--- config.mk ---
export PLATFORM = sky130hd
export DESIGN_NAME = dl_rr_arbiter
export DESIGN_NICKNAME = d
export VERILOG_FILES = /design/src/rtl/dl_rr_arbiter.sv
export SDC_FILE = /design/constraint.sdc
export NUM_CORES = 1
export LEC_CHECK = 0
export BUFFER_PORTS_ARGS = -buffer_cell sky130_fd_sc_hd__buf_2
export CAP_MARGIN = 5
export CORE_AREA = 2 2 39 41
export CTS_CLUSTER_SIZE = 28
export DETAILED_ROUTE_END_ITERATION = 12
export DIE_AREA = 0 0 41 43
export HOLD_SLACK_MARGIN = 0.1
export PLACE_DENSITY = 0.63
export SKIP_CTS_REPAIR_TIMING = 1
export SYNTH_ARGS = -nofsm -noshare
export SYNTH_HDL_FRONTEND = slang
export SYNTH_SLANG_ARGS = --single-unit
export TNS_END_PERCENT = 100
--- constraint.sdc ---
create_clock -name clk -period 4.3 [get_ports clk]
set_input_delay 0 -clock clk [delete_from_list [all_inputs] [get_ports clk]]
set_output_delay 0 -clock clk [all_outputs]
set_load 0.01 [all_outputs]
--- src/rtl/dl_rr_arbiter.sv ---
// Round-robin arbiter with rotating priority pointer and optional grant lock.
// Grants are registered; no combinational path from req/hold to outputs.
module dl_rr_arbiter #(
    parameter  int NUM_REQ = 4,
    localparam int IDX_W   = (NUM_REQ > 1) ? $clog2(NUM_REQ) : 1
) (
    input  logic               clk,
    input  logic               rst,
    input  logic [NUM_REQ-1:0] req,
    input  logic               hold,
    output logic [NUM_REQ-1:0] gnt,
    output logic               gnt_valid,
    output logic [IDX_W-1:0]   gnt_idx
);

    logic [NUM_REQ-1:0] r_gnt;
    logic               r_valid;
    logic [IDX_W-1:0]   r_idx;
    logic [IDX_W-1:0]   r_ptr;

    logic [IDX_W-1:0]   w_win;
    logic [IDX_W-1:0]   w_pos;
    logic               w_found;
    logic               w_lock;
    logic [NUM_REQ-1:0] w_onehot;

    // First set request at or after r_ptr, wrapping modulo NUM_REQ.
    always_comb begin
        w_found = 1'b0;
        w_win   = '0;
        w_pos   = '0;
        for (int unsigned k = 0; k < NUM_REQ; k++) begin
            w_pos = IDX_W'((32'(r_ptr) + k) % NUM_REQ);
            if (!w_found && req[w_pos]) begin
                w_found = 1'b1;
                w_win   = w_pos;
            end
        end
    end

    always_comb begin
        w_onehot        = '0;
        w_onehot[w_win] = 1'b1;
    end

    assign w_lock = r_valid & hold & req[r_idx];

    always_ff @(posedge clk or posedge rst) begin
        if (rst) begin
            r_gnt   <= '0;
            r_valid <= 1'b0;
            r_idx   <= '0;
            r_ptr   <= '0;
        end else if (!w_lock) begin
            if (w_found) begin
                r_gnt   <= w_onehot;
                r_valid <= 1'b1;
                r_idx   <= w_win;
                r_ptr   <= (w_win == IDX_W'(NUM_REQ - 1)) ? '0 : w_win + IDX_W'(1);
            end else begin
                r_gnt   <= '0;
                r_valid <= 1'b0;
                r_idx   <= '0;
            end
        end
    end

    assign gnt       = r_gnt;
    assign gnt_valid = r_valid;
    assign gnt_idx   = r_idx;

    a_onehot0 : assert property (@(posedge clk) disable iff (rst) $onehot0(gnt));
    a_valid   : assert property (@(posedge clk) disable iff (rst) gnt_valid == (|gnt));
    a_idx     : assert property (@(posedge clk) disable iff (rst)
                    gnt_valid ? (gnt == (NUM_REQ'(1) << gnt_idx)) : (gnt_idx == '0));
    a_req     : assert property (@(posedge clk) disable iff (rst) (gnt & ~$past(req)) == '0);

endmodule

Word-level counts from Yosys, hierarchy flattened
Cells that the tools add are included.

cells by class
  $add $sub $neg = 4
  $lt $le $gt $ge = 7
  eq/ne operators = 1
  mux-type cells = 24
  bitwise operators = 3
  reduce and logical (&&, ||, !) cells = 8

operator list
  cell                   count
  $lt A2 B3 Y1 const B   6
  $mux W2                6
  $mux W1                11
  $bmux W1 S2            5
  $add A2 B1 Y2 const B  2
  $add A2 B2 Y2 const B  2
  $logic_and A1 B1 Y1    4
  $mux W4                1
  $logic_not A1 Y1       3
  $and A1 B1 Y1          2
  $demux W1 S2           1
  $eq A2 B2 Y1 const B   1
  $ge A2 B1 Y1 const B   1
  $reduce_and A2 Y1      1
  $not A1 Y1             1

word-level totals
  register bits = 9
  input bits = 7
  output and inout bits = 7
  word-level logic and storage cells = 51

Depth between registers and ports, before layout
  word-level depth = 17
  depth in mapped cells = 7
  gate-level depth less buffers = 7

Worst setup path after synthesis
Ideal clock, no wire load.

  path kind = reg-to-reg
  start point = register r_ptr[1]
  end point = register r_ptr[1]
  library setup time = 0.125 ns
  arrival = 1.452 ns
  data required time = 4.175 ns
  path slack = 2.723 ns
  cell stages (with the launch flop) = 7
  buffers on the path = 0
  clock period less this slack = 1.577 ns
  cells stage by stage = dfrtp_1 > a21oi_1 > o21ai_1 > a2bb2o_1 > inv_1 > ha_1 > mux2_4

on the way
  cells in the longest elaborated chain, start to end = 14
  elaborated cells between the ends (all ways) = 29
  classes of those cells = 4 x add/sub; 1 x eq/ne; 17 x mux; 7 x reduce/logical

ends and longest elaborated chain
  element                                                 line  source
  start: declaration                                      19    logic [IDX_W-1:0] r_ptr;
  start signal: assignment                                59    r_ptr <= (w_win == IDX_W'(NUM_REQ - 1)) ? '0 : w_win + IDX_W'(1);
  branches (longest 14 deep; another with $add A2 B1 Y2)  n/a

Several ways; the timed one is not identified. The select of a mux whose other input is x is not followed.
A chain may end at the register's enable or synchronous reset.

Final worst setup path
Ends and elaborated chain as after synthesis.

==> results by group <==
Logic synthesis
  • Post-Synthesis Cell Area: 536 um2
  • Main combinational cell family by area after synthesis: compound AO/OA/AOI/OAI gates
  • Synth Area in Compound Gates: 0.208
  • Register area share after synthesis: 0.421
  • Synth top area share: 0.421
  • Yosys reg bits: 9
  • Synth top cells by count: dfrtp_1 (9), nand2_1 (9), o21ai_1 (5)
  • Synth async-reset ratio: 1.00
  • Synth top area cells: dfrtp_1 (42%), ha_1 (9.3%), nand2_1 (6.3%)
  • XOR/XNOR share of the synthesized area: 0
  • Yosys Warn Count: 0
  • Simple-gate share of the synthesized area: 0.143
  • Adder-Cell Fraction of Synth Area: 0.0935
  • Cells after synthesis: 55
  • Number of synthesized flops with an enable pin: 0
  • Leading area contributor after synthesis: dfrtp_1
  • Synth unique cells: 24
  • Mux cell area share after synthesis: 0.0841
  • Dominant synthesized flop cell: dfrtp_1
  • Syn_area_per_cell: 9.74 um2
  • Syn nets: 66

Place
  • Post-DP HPWL: ~740 um
  • Port Buf Inserts: 13
  • Routability Congestion: between 0.7 and 0.8
  • Dpl cells: 83

Pwr
  • Clock Power Share: 0.158
  • Pwr/cell area: between 600 and 700 mW/mm2
  • Combinational Power Share: 0.466
  • Internal Power: roughly 0.24 mW
  • P_leak: around 0.33 nW
  • Net Sw Frac: 0.383
  • Psw: 0.151 mW
  • Max IR drop VDD: between 0.2 and 0.3 mV
  • Seq pwr share: 0.376

Drt
  • DRT iter0 DRCs: 5
  • Vias/cell: 5.00
  • TritonRoute pass-1 iters: 4
  • Vias: 440
  • Final antenna-violating net count: 0
  • Final wirelength: 925 um
  • Mean routed wirelength per cell: 10.5 um
  • # DRC: 0

Clock network
  • CTS clk-pin slew, worst paths: 0.06 ns
  • CTS H-Tree Depth: 1
  • CTS tree: yes
  • Sink Count: 9
  • Root buffer cell: clkbuf_4
  • Latest clock arrival within the worst-skew pair: 0.25 ns
  • CTS buffer count: 3
  • CTS Buffer Depth: 2

Timing
  • Skew final: ~0.006 ns
  • Clock period minus worst slack: 1.69 ns
  • Final Setup Violations: 0
  • Total negative setup slack: 0 ns
  • Max Slew Vio Count: 0
  • Worst-Margin Slew: between 0.4 and 0.5 ns
  • Final hold vios: 0
  • Final period utilization: 0.393
  • Fmax: 591 MHz
  • Max-slew headroom: 0.672
  • RSZ-0062 raised after global routing: no

Setup path
  • Worst R2R End: r_ptr[1]$_DFFE_PP0P_
  • CP cell instances: a21oi_1 -> o21ai_1 -> a2bb2o_1 -> inv_1 -> ha_1 -> mux2_4
  • R2r setup slk: about 2.6 ns
  • Startpoint Class: flip-flop
  • Crit. End Element: flip-flop
  • CP Buf/Inv Count: 1
  • Setup CP Type: flip-flop to flip-flop
  • Worst Path Arrival: 1.83 ns
  • Crit-path max cell delay: 0.45 ns
  • CP max stage cell: dfrtp_1
  • CP Depth: 6
  • Reg2Reg Depth: 6
  • Reg2reg start: r_ptr[1]$_DFFE_PP0P_
  • CP Capture Point: r_ptr[1]$_DFFE_PP0P_
  • Required time of the critical path: 4.44 ns
  • Critical Path Fanout Max: 5
  • Cell family with most CP delay: compound AO/OA/AOI/OAI gates
  • CP startpoint: r_ptr[1]$_DFFE_PP0P_

Floorplan
  • Placeable Area: 0.00138 mm2
  • I/O pin count: 14
  • Die width: 41 um
  • Die Y: 43 um
  • Cell Rows: 14
  • DIE AREA: 0.00176 mm2
  • Starting Density: 0.387

Status
  • Status: finished clean

Finish
  • Layout overhead on the synthesized area: 21.7%
  • Diode count: 0
  • Non-filler cells, final: 88
  • Layout cell share with drive strength beyond 1: 0.319
  • Nets: 84

GRT
  • Total GRT Usage: 0.121
  • Total grt overflow: 0
  • Initial antenna violation count: 0
  • Largest net degree at the start of global routing: 12
  • First-pass GRT wire length: 1.44 mm
  • Vias in the first global route: 360

Job
  • Max cap viols: 0

Worst hold path
  • Hold Crit Start: hold
  • Hold Crit Class: input port to flip-flop
[worst min-delay path, stage by stage]
cell and delay, ns:
buf_2 0.10, nand3_1 0.11, o22ai_1 0.08
[sequential cells by signal, indices dropped and copies added (netlist names)]
name	cells
gnt	4
gnt_idx	2
r_ptr	2
gnt_valid	1
[stage by stage]
stage                     hold WS (ns)  area [um2]  utilization  power, mW  setup slack, ns
final                           0.0878         652        0.471      0.394             2.61
after global routing             0.119         652        0.471      0.433             2.54
after CTS                       -0.302         642        0.464      0.401             2.60
after detailed placement       -0.0247         616        0.445      0.337             2.61
after global placement         -0.0247         616        0.445      0.331             2.66
after floorplan                 -0.172         536            -      0.284             2.72
[final cells by class]
class                           count  area, um2
Multi-Input combinational cell     39        283
Clock buffer                        4       26.3
Inverter                            6       22.5
Fill cell                         144        732
Timing Repair Buffer               14       75.1
Tap cell                           16       20.0
Sequential cell                     9        225
[cells by family after synthesis]
kind of cell / Yosys count
and+or+nand+nor: 16
AOI/OAI and AO/OA: 15
DFF: 9
buffers and inverters: 7
muxes: 4
adders and majority gates: 4
[cell usage in the layout (no fill, tap or decap), types with 2 or more instances in the layout]
master	n
a21oi_1	3
inv_2	2
mux2i_1	3
clkbuf_4	3
inv_1	4
ha_1	4
nand2_1	9
buf_2	13
o21ai_1	5
dfrtp_1	9
[power groups by stage]
| stage | Combinational (mW) | Sequential (mW) | Clock (mW) |
|---|---|---|---|
| 5_1_grt | 0.208 | 0.155 | 0.0703 |
| 6_report | 0.183 | 0.148 | 0.0624 |
| 4_1_cts | 0.187 | 0.149 | 0.0656 |
| 3_3_place_gp | 0.182 | 0.149 | 0 |
| 3_5_place_dp | 0.187 | 0.150 | 0 |
| 2_1_floorplan | 0.124 | 0.160 | 0 |
[routing by layer]
layer | share of wire | up-vias | track usage
met1 | 0.45 | 205 | 0.155
met5 | 0 | - | 0
met2 | 0.49 | 11 | 0.181
met3 | 0.040 | 2 | 0.0471
li1 | - | 222 | -
met4 | 0.014 | 0 | 0.0400
[how the worst min path moves through the flow]
stage	endpoint	slack (ns)	cells past startpoint
4_1_cts	gnt[0]$_DFFE_PP0N_	-0.30	2
5_1_grt	gnt_idx[1]$_DFFE_PP0N_	0.12	3
3_3_place_gp	gnt[0]$_DFFE_PP0N_	-0.02	2
2_1_floorplan	gnt[0]$_DFFE_PP0N_	-0.17	1
3_5_place_dp	gnt[0]$_DFFE_PP0N_	-0.02	2
6_report	gnt_idx[1]$_DFFE_PP0N_	0.09	3
Power figures use the tool's default switching activity.
